<file path="config.mk">
export PLATFORM = sky130hd
export DESIGN_NAME = bs_arbtr_wrr
export DESIGN_NICKNAME = d
export VERILOG_FILES = /design/src/rtl/bs_arbtr_pkg.sv /design/src/rtl/bs_wrr_grant.sv /design/src/rtl/bs_arbtr_wrr.sv
export SDC_FILE = /design/constraint.sdc
export NUM_CORES = 1
export LEC_CHECK = 0
export CAP_MARGIN = 10
export CORE_ASPECT_RATIO = 0.5
export CORE_MARGIN = 5
export CORE_UTILIZATION = 25
export DETAILED_ROUTE_END_ITERATION = 7
export PLACE_DENSITY_LB_ADDON = 0.05
export SETUP_SLACK_MARGIN = 0.2
export SYNTH_ARGS = -nofsm -noshare
export SYNTH_HDL_FRONTEND = slang
export SYNTH_SLANG_ARGS = --single-unit
</file>
<file path="constraint.sdc">
create_clock -name clk -period 7.3 [get_ports clk]
set_clock_uncertainty 0.15 [all_clocks]
set_input_delay 1.46 -clock clk [delete_from_list [all_inputs] [get_ports clk]]
set_output_delay 1.46 -clock clk [all_outputs]
set_load 0.02 [all_outputs]
</file>
<file path="src/rtl/bs_arbtr_pkg.sv">
// bs_arbtr_pkg: shared state encoding and destination decode helpers for the WRR bus arbiter.
package bs_arbtr_pkg;

    localparam int MAX_PKT = 64;
    localparam int MAX_DRVRS = 16;
    localparam int MAX_PTR_W = $clog2(MAX_DRVRS);

    typedef enum logic [2:0] {IDLE, POP, ROUTE, WAIT, PUSH} state_t;

    function automatic logic [31:0] get_addr(input logic [MAX_PKT-1:0] pkt, input int pckg_sz, input int addr_w);
        return 32'((pkt >> (pckg_sz - addr_w)) & ((64'(1) << addr_w) - 64'(1)));
    endfunction

    // An illegal destination yields an empty mask, which the caller counts as a drop.
    function automatic logic [MAX_DRVRS-1:0] mk_mask(input logic [31:0] addr, input logic [31:0] bcast,
                                                     input int src, input int drvrs);
        logic [MAX_DRVRS-1:0] all;
        all = (MAX_DRVRS'(1) << drvrs) - MAX_DRVRS'(1);
        return (addr == bcast) ? all & ~(MAX_DRVRS'(1) << src) :
               (addr < 32'(drvrs)) ? MAX_DRVRS'(1) << addr : '0;
    endfunction

endpackage

</file>
<file path="src/rtl/bs_wrr_grant.sv">
// bs_wrr_grant: weighted round-robin pointer and credit tracking for one bus.
module bs_wrr_grant
    import bs_arbtr_pkg::*;
#(
    parameter int DRVRS = 4,
    parameter int WEIGHT_W = 4,
    parameter int PTR_W = $clog2(DRVRS)
) (
    input  logic                      clk,
    input  logic                      reset,
    input  logic [DRVRS-1:0]          pndng,
    input  logic [DRVRS*WEIGHT_W-1:0] cfg_weight,
    input  logic                      en,
    output logic [PTR_W-1:0]          gnt
);

    logic [PTR_W-1:0] ptr, nxt, cand;
    logic [WEIGHT_W-1:0] credit, eff, w0, w_nxt, reload;
    logic init, hold;

    // Right after reset device 0 holds its full weight; init stands in for loading it asynchronously.
    assign w0 = cfg_weight[0 +: WEIGHT_W];
    assign eff = init ? ((w0 == '0) ? WEIGHT_W'(1) : w0) : credit;
    assign hold = pndng[ptr] && (eff != '0);
    assign w_nxt = cfg_weight[nxt*WEIGHT_W +: WEIGHT_W];
    assign reload = (w_nxt == '0) ? '0 : w_nxt - WEIGHT_W'(1);
    assign gnt = hold ? ptr : nxt;

    always_comb begin
        nxt = ptr;
        cand = '0;
        for (int i = DRVRS; i >= 1; i--) begin
            cand = PTR_W'((int'(ptr) + i) % DRVRS);
            if (pndng[cand]) nxt = cand;
        end
    end

    always_ff @(posedge clk or negedge reset) begin
        if (!reset) begin
            ptr <= '0;
            credit <= '0;
            init <= 1'b1;
        end else if (en) begin
            init <= 1'b0;
            ptr <= hold ? ptr : nxt;
            credit <= hold ? eff - WEIGHT_W'(1) : reload;
        end
    end

endmodule

</file>
<file path="src/rtl/bs_arbtr_wrr.sv">
// bs_arbtr_wrr: per-bus WRR arbiter popping device FIFOs and routing packets by destination field.
module bs_arbtr_wrr
    import bs_arbtr_pkg::*;
#(
    parameter int BITS = 1,
    parameter int DRVRS = 4,
    parameter int PCKG_SZ = 16,
    parameter int ADDR_W = 8,
    parameter logic [ADDR_W-1:0] BROADCAST = {ADDR_W{1'b1}},
    parameter int WEIGHT_W = 4,
    parameter int TMO = 64,
    parameter int CNT_W = 16
) (
    input  logic                            clk,
    input  logic                            reset,
    input  logic [BITS*DRVRS-1:0]           pndng,
    input  logic [BITS*DRVRS*PCKG_SZ-1:0]   D_pop,
    output logic [BITS*DRVRS-1:0]           pop,
    input  logic [BITS*DRVRS-1:0]           full,
    output logic [BITS*DRVRS-1:0]           push,
    output logic [BITS*DRVRS*PCKG_SZ-1:0]   D_push,
    input  logic [DRVRS*WEIGHT_W-1:0]       cfg_weight,
    output logic [BITS-1:0]                 busy,
    output logic [BITS*CNT_W-1:0]           drop_cnt
);

    localparam int PTR_W = $clog2(DRVRS);
    localparam int TMO_W = $clog2(TMO + 1);

    for (genvar b = 0; b < BITS; b++) begin : g_bus
        logic [DRVRS-1:0] pnd, fl, pop_r, push_r, mask, rmask;
        logic [PTR_W-1:0] gnt, src;
        logic [PCKG_SZ-1:0] data, dpush;
        logic [TMO_W-1:0] tmo;
        logic [CNT_W-1:0] drop;
        state_t state;

        assign pnd = pndng[b*DRVRS +: DRVRS];
        assign fl = full[b*DRVRS +: DRVRS];
        assign rmask = DRVRS'(mk_mask(get_addr(MAX_PKT'(data), PCKG_SZ, ADDR_W), 32'(BROADCAST), int'(src), DRVRS));

        bs_wrr_grant #(.DRVRS(DRVRS), .WEIGHT_W(WEIGHT_W), .PTR_W(PTR_W)) u_grant (
            .clk(clk),
            .reset(reset),
            .pndng(pnd),
            .cfg_weight(cfg_weight),
            .en(state == IDLE && |pnd),
            .gnt(gnt)
        );

        always_ff @(posedge clk or negedge reset) begin
            if (!reset) begin
                state <= IDLE;
                src <= '0;
                data <= '0;
                dpush <= '0;
                mask <= '0;
                tmo <= '0;
                drop <= '0;
                pop_r <= '0;
                push_r <= '0;
            end else begin
                pop_r <= '0;
                push_r <= '0;
                case (state)
                    IDLE: if (|pnd) begin
                        pop_r <= DRVRS'(1) << gnt;
                        src <= gnt;
                        state <= POP;
                    end
                    POP: begin
                        data <= D_pop[(b*DRVRS + int'(src))*PCKG_SZ +: PCKG_SZ];
                        state <= ROUTE;
                    end
                    ROUTE: begin
                        mask <= rmask;
                        tmo <= '0;
                        if (rmask == '0) begin
                            drop <= drop + CNT_W'(!(&drop));
                            state <= IDLE;
                        end else if ((fl & rmask) == '0) begin
                            push_r <= rmask;
                            dpush <= data;
                            state <= PUSH;
                        end else begin
                            state <= WAIT;
                        end
                    end
                    WAIT: if ((fl & mask) == '0) begin
                        push_r <= mask;
                        dpush <= data;
                        state <= PUSH;
                    end else if (tmo == TMO_W'(TMO - 1)) begin
                        drop <= drop + CNT_W'(!(&drop));
                        state <= IDLE;
                    end else begin
                        tmo <= tmo + TMO_W'(1);
                    end
                    default: state <= IDLE;
                endcase
            end
        end

        assign pop[b*DRVRS +: DRVRS] = pop_r;
        assign push[b*DRVRS +: DRVRS] = push_r;
        assign D_push[b*DRVRS*PCKG_SZ +: DRVRS*PCKG_SZ] = {DRVRS{dpush}};
        assign busy[b] = state != IDLE;
        assign drop_cnt[b*CNT_W +: CNT_W] = drop;
    end

endmodule

</file>
==> results of run 1 <==
-- flip-flops by register name, summed over array words and instances (netlist names) --
signal	cells
drop_cnt	16
g_bus.data	16
g_bus.dpush	16
g_bus.mask	4
g_bus.state	3
g_bus.tmo	7
g_bus.u_grant.credit	4
g_bus.u_grant.init	1
g_bus.u_grant.ptr	2
pop	4
push	4
-- path summary, 6_finish.rpt --
| kind | to | startpoint | cells past startpoint |
|---|---|---|---|
| max in group asynchronous | g_bus[0].u_grant.init$_DFFE_PN1P_ | reset | 2 |
| worst max-delay path | g_bus[0].u_grant.credit[3]$_DFFE_PN0P_ | pndng[1] | 9 |
| min in group asynchronous | drop_cnt[9]$_DFFE_PN0P_ | reset | 1 |
| worst min register to register | g_bus[0].u_grant.credit[0]$_DFFE_PN0P_ | g_bus[0].u_grant.credit[0]$_DFFE_PN0P_ | 1 |
| worst min-delay path | g_bus[0].u_grant.credit[0]$_DFFE_PN0P_ | g_bus[0].u_grant.credit[0]$_DFFE_PN0P_ | 1 |
| worst max register to register | g_bus[0].dpush[5]$_DFFE_PN0P_ | g_bus[0].u_grant.ptr[0]$_DFFE_PN0P_ | 9 |
-- logic make-up (layout without fill, tap and decap cells) --
logic type	Yosys count	after routing	synth area share, %
muxes	60	60	20.6
buffers and inverters	69	204	10.1
adders and majority gates	8	8	2.17
AOI/OAI and AO/OA	62	62	9.63
and+or+nand+nor	100	100	11.5
xor gates and xnor gates	20	20	4.21
DFF	77	77	41.8
-- worst max-delay path, delay by kind of cell --
kind / cells / cell delay, ns
muxes: 1 / 0.50
AOI/OAI and AO/OA: 4 / 1.17
buffers and inverters: 1 / 0.46
and+or+nand+nor: 3 / 0.56
-- report_power, final --
| part | internal (mW) | switching, mW | total, mW |
|---|---|---|---|
| Combinational | 0.813 | 0.784 | 1.60 |
| Clock | 0.270 | 0.193 | 0.463 |
| Sequential | 0.574 | 0.164 | 0.738 |
-- cells in the final DEF (no fill, tap or decap), types with 2 or more instances in the layout --
cell / n
mux2_4: 11
ha_1: 8
and3_1: 5
mux2_2: 15
mux4_2: 20
inv_6: 2
mux2_1: 9
a2bb2oi_1: 2
o211a_1: 2
inv_1: 5
clkdlybuf4s50_1: 177
o21ai_0: 12
clkinvlp_4: 2
a21oi_1: 11
nand2b_1: 6
nand3_1: 13
mux2i_1: 4
o21a_1: 3
nand2_1: 23
buf_4: 5
nand4_1: 5
o31ai_1: 2
a21o_1: 2
xnor2_1: 16
or2_1: 2
a22o_1: 10
xor2_1: 3
nor2_1: 18
nor2b_1: 6
nor4_1: 4
nor3_1: 7
o211ai_1: 2
clkbuf_16: 9
dfrtp_1: 76
o21ai_1: 3
-- metal layers --
metal  vias up  part of all wire [%]  wire length, um
met5         -                     0                0
met4         0                  0.60               76
met3         9                   5.4              683
met2        96                    45             5730
met1      1659                    49             6200
li1       1656                     -                -
-- through the flow --
stage	worst slack, ns	hold slack (ns)	utilization, %	power (mW)
after floorplan	3.60	0.309	-	1.90
after global placement	2.94	0.325	34.4	2.37
after detailed placement	2.92	0.329	34.4	2.37
after CTS	3.27	0.344	36.1	2.85
after global routing	3.03	0.360	36.1	2.99
final	3.22	0.337	36.1	2.80
-- final cells by class --
cell class / instances / area (um2)
tap: 240 / 300
clock inverter: 7 / 82.6
inverter: 6 / 22.5
timing repair buffer: 182 / 1810
fill: 1779 / 11700
clock buffer: 9 / 225
sequential: 77 / 1930
multi-input combinational: 250 / 2220
==> impl_metrics.yaml, run 1 <==
pwr:
  peakVddDrop_v: 0.000186
  power.density_mw_per_mm2: 424
  p_leak_nw: 2.62
yosys:
  netlist_area_mm2: 0.00461
  synthCells: 396
  synth_ff_type: "dfrtp_1"
  syn_avg_cell_area_um2: 11.6
  async_flop_share_pct: 100
  yosys-top-cells-area: "dfrtp_1 41%, mux4_2 9.8%, buf_4 8.1%"
  yosys_warnings: 0
  syn-num-nets: 494
  synth_commonest_cells: "76 x dfrtp_1, 50 x buf_4, 23 x nand2_1, 20 x mux4_2, 18 x nor2_1"
  yosys.area.top_type_share_pct: 41.2
  synth_edf_count: 0
  ys_ff_latch: 77
  synth.most_common_cell: "dfrtp_1"
  ys_types: 62
  yosys.area.top_type: "dfrtp_1"
  ys_seq_area_share_pct: 41.8
clocking:
  htree_num_levels: 3
  clk_pin_slew_ns: 0.06
  hold_buffers: 0
  post-cts-setup-buffer-count: 0
  cts_made_buffers: 9
  cts_sinks: 77
  cts_tree: "built"
  cts_buffer_depth: 2
  clockRootBuffer: "clkbuf_16"
  clk_latency_ns: 0.33
  cts_resized: 0
timing:
  slew_headroom_pct: 27.6
  min_period_ns: 4.08
  rsz0062_at_grt: "no"
  fin_tns_setup_ns: 0
  max_freq_mhz: 245
  hold_violations: 0
  post-route-period-util_pct: 55.8
  worst_pin_slew_ns: 1.09
  report.final.slew_viol_count: 0
  setup_violations: 0
setup_path:
  max_stage_delay_ns: 0.76
  cp_max_fo: 6
  crit_path_top_delay_cell: "a211oi_1"
  rrSetupSlack_ns: 3.68
  crit_path_end_kind: "register"
  cp.required_ns: 7.36
  start_kind: "input pin"
  cp_cell_sequence: "clkdlybuf4s50_1 -> or2_1 -> a21oi_1 -> nor3_1 -> a211oi_1 -> mux4_2 -> nor3_4 -> a2bb2oi_1 -> o21ai_1"
  crit_arrival_ns: 4.13
  path_class: "in -> reg"
route:
  first_pass_iters: 5
  vias: 3420
  drtIter0Drc: 106
  drc_errors: 0
  routed_wirelength_um: 12700
  viasPerCell: 4.44
  wire_per_inst_um: 16.5
  ant_nets: 0
floorplanning:
  ios: 179
  dieArea_mm2: 0.0214
  die_y_um: 106
  die_w_um: 202
  core_mm2: 0.0183
  num_rows: 35
  start_util_pct: 25.3
layout:
  drive_above_1_share_pct: 15.1
  nNetsFinal: 624
  finalNonFillerCells: 771
  finish.instance_area_mm2: 0.00659
  syn_to_final_growth_pct: 42.9
  antenna_cells: 0
grt:
  grt_pass1_wl_um: 20400
  use_met1_pct: 16.9
  grt_use_total_pct: 11.9
  met2_usage_pct: 18.0
  grt_max_degree: 43
  grt_pass1_vias: 3603
  antenna_found_initial: 0
  grt.busiest_layer: "met2"
  met3_usage_pct: 4.11
  gr-total-overflow: 0
placed_design:
  dpl_cell_area_mm2: 0.00628
  portBuffers: 178
  dp.cells: 755
  gp_congestion: 0.751
  dpl.hpwl_um: 9830
run_status:
  outcome: "complete, no violations"
flow_run:
  max-cap-violations: 0
worst_hold_path:
  hp-class: "reg -> reg"
No activity file was read; power rests on OpenSTA's default activity.
==> run 2, diff against run 1 <==
==> constraint.sdc (replaced) <==
create_clock -name clk -period 3.4 [get_ports clk]
set_clock_uncertainty 0.15 [all_clocks]
set_input_delay 0.68 -clock clk [delete_from_list [all_inputs] [get_ports clk]]
set_output_delay 0.68 -clock clk [all_outputs]
set_load 0.02 [all_outputs]
==> run 2 against run 1 <==
Against the previous run: design area rose by 2.5%; clock power rose by 120%; first-iteration DRC count is 13% higher; critical endpoint is now g_bus[0].u_grant.credit[2]$_DFFE_PN0P_; power increased by 120%; sequential share of layout area fell by 0.73 points; count of clock-buffer cells in the layout rose by 2.
==> impl_metrics.yaml, run 2 (synthesis results as in run 1) <==
timing:
  setup_violations: 0
  min_period_ns: 2.99
  rsz0062_at_grt: "no"
  fin_tns_setup_ns: 0
  max_freq_mhz: 334
  slew_headroom_pct: 57.5
  worst_pin_slew_ns: 0.637
  report.final.slew_viol_count: 0
  hold_violations: 0
  post-route-period-util_pct: 88.1
layout:
  syn_to_final_growth_pct: 46.6
  postLayoutCoreUtil_pct: 37.0
  antenna_cells: 0
  final_cell_mix: "173 x clkdlybuf4s50_1, 76 x dfrtp_1, 23 x nand2_1, 20 x mux4_2"
  nNetsFinal: 639
  drive_above_1_share_pct: 17.4
  finalNonFillerCells: 785
  final_common_cell: "clkdlybuf4s50_1"
  finish.instance_area_mm2: 0.00676
floorplanning:
  start_util_pct: 25.3
  die_y_um: 106
  num_rows: 35
  ios: 179
  die_w_um: 202
  dieArea_mm2: 0.0214
  core_mm2: 0.0183
route:
  first_pass_iters: 4
  wire_per_inst_um: 16.3
  vias: 3463
  viasPerCell: 4.41
  drtIter0Drc: 120
  ant_nets: 0
  drc_errors: 0
  routed_wirelength_um: 12800
clocking:
  cts_tree: "built"
  clockRootBuffer: "clkbuf_16"
  clk_latency_ns: 0.34
  htree_num_levels: 3
  clk_pin_slew_ns: 0.06
  cts_buffer_depth: 2
  hold_buffers: 0
  cts_made_buffers: 9
  cts_sinks: 77
setup_path:
  cp.required_ns: 3.50
  crit_path_end_kind: "register"
  start_kind: "register"
  r2r-end: "g_bus[0].u_grant.credit[2]$_DFFE_PN0P_"
  path_class: "reg -> reg"
  ff2ff_path_depth: 9
  crit_arrival_ns: 3.09
  r2r-start: "g_bus[0].u_grant.ptr[1]$_DFFE_PN0P_"
  rrSetupSlack_ns: 0.41
  cp_max_fo: 6
grt:
  gr-total-overflow: 0
  grt_pass1_wl_um: 20600
  grt_pass1_vias: 3791
  grt_max_degree: 47
  grt_use_total_pct: 12.2
  antenna_found_initial: 0
placed_design:
  dp.cells: 770
  dpl.hpwl_um: 9910
  gp_congestion: 0.766
  dpl_cell_area_mm2: 0.00642
  portBuffers: 178
worst_hold_path:
  hp-class: "in -> async"
pwr:
  power.density_mw_per_mm2: 911
  power_mw: 6.16
  peakVddDrop_v: 0.000418
  p_leak_nw: 2.75
flow_run:
  max-cap-violations: 0
run_status:
  outcome: "complete, no violations"
## run 2: cell count changes in the layout (fill, tap and decap cells not counted), sizes merged
cell | before | now
buf | 5 | 20
clkdlybuf4s50 | 177 | 173
dlymetal6s2s | 0 | 4
inv | 9 | 6
clkbuf | 9 | 11
bufinv | 1 | 2
clkinvlp | 2 | 1
## run 2: worst max-delay path by stage
stage | startpoint | endpoint | slack, ns
6_report | g_bus[0].u_grant.ptr[1]$_DFFE_PN0P_ | g_bus[0].u_grant.credit[2]$_DFFE_PN0P_ | 0.41
5_1_grt | g_bus[0].u_grant.ptr[1]$_DFFE_PN0P_ | g_bus[0].u_grant.credit[2]$_DFFE_PN0P_ | 0.25
4_1_cts | pndng[2] | g_bus[0].u_grant.credit[3]$_DFFE_PN0P_ | 0.23
3_5_place_dp | pndng[2] | g_bus[0].u_grant.credit[3]$_DFFE_PN0P_ | -0.11
3_3_place_gp | pndng[2] | g_bus[0].u_grant.credit[3]$_DFFE_PN0P_ | -0.11
2_1_floorplan | g_bus[0].u_grant.ptr[0]$_DFFE_PN0P_ | g_bus[0].u_grant.credit[3]$_DFFE_PN0P_ | 0.23
## run 2: layer usage
layer  vias to the layer above  global-route usage (%)  share of wire, %
met5                         -                       0                 0
met4                         0                    2.05              0.48
met3                         5                    4.11               5.2
met2                        90                    18.7                45
met1                      1686                    16.9                49
li1                       1682                       -                 -
## run 2: what timing repair did
item | 4_1_cts | 5_1_grt
resized for setup | 0 | 7
endpoints found under the setup margin | 0 | 4
buffers inserted | 0 | 0
## run 2: final cells by class
class	count	area, um2
sequential	77	1930
fill	1815	11500
clock inverter	4	72.6
tap	240	300
clock buffer	11	243
multi-input combinational	250	2240
inverter	6	22.5
timing repair buffer	197	1960
## run 2: report_power, final
group	total, mW	leakage, nW	switching, mW	internal [mW]
clock	1.03	0.152	0.376	0.658
combinational	3.53	1.63	1.70	1.83
sequential	1.59	0.965	0.358	1.23
total	6.16	2.75	2.44	3.72
## run 2: critical path, stage by stage (launching register included)
cell	delay, ns
dfrtp_1	0.38
inv_2	0.12
ha_1	0.28
mux4_2	0.31
o21a_4	0.23
xnor2_4	0.26
mux4_2	0.63
nor3_4	0.26
a21oi_2	0.08
o31ai_2	0.20
## run 2: metrics by stage
stage	setup slack (ns)	hold slack, ns
after CTS	0.228	0.241
after global routing	0.249	0.273
after detailed placement	-0.115	0.325
after global placement	-0.112	0.322
after floorplan	0.232	0.234
final	0.406	0.217
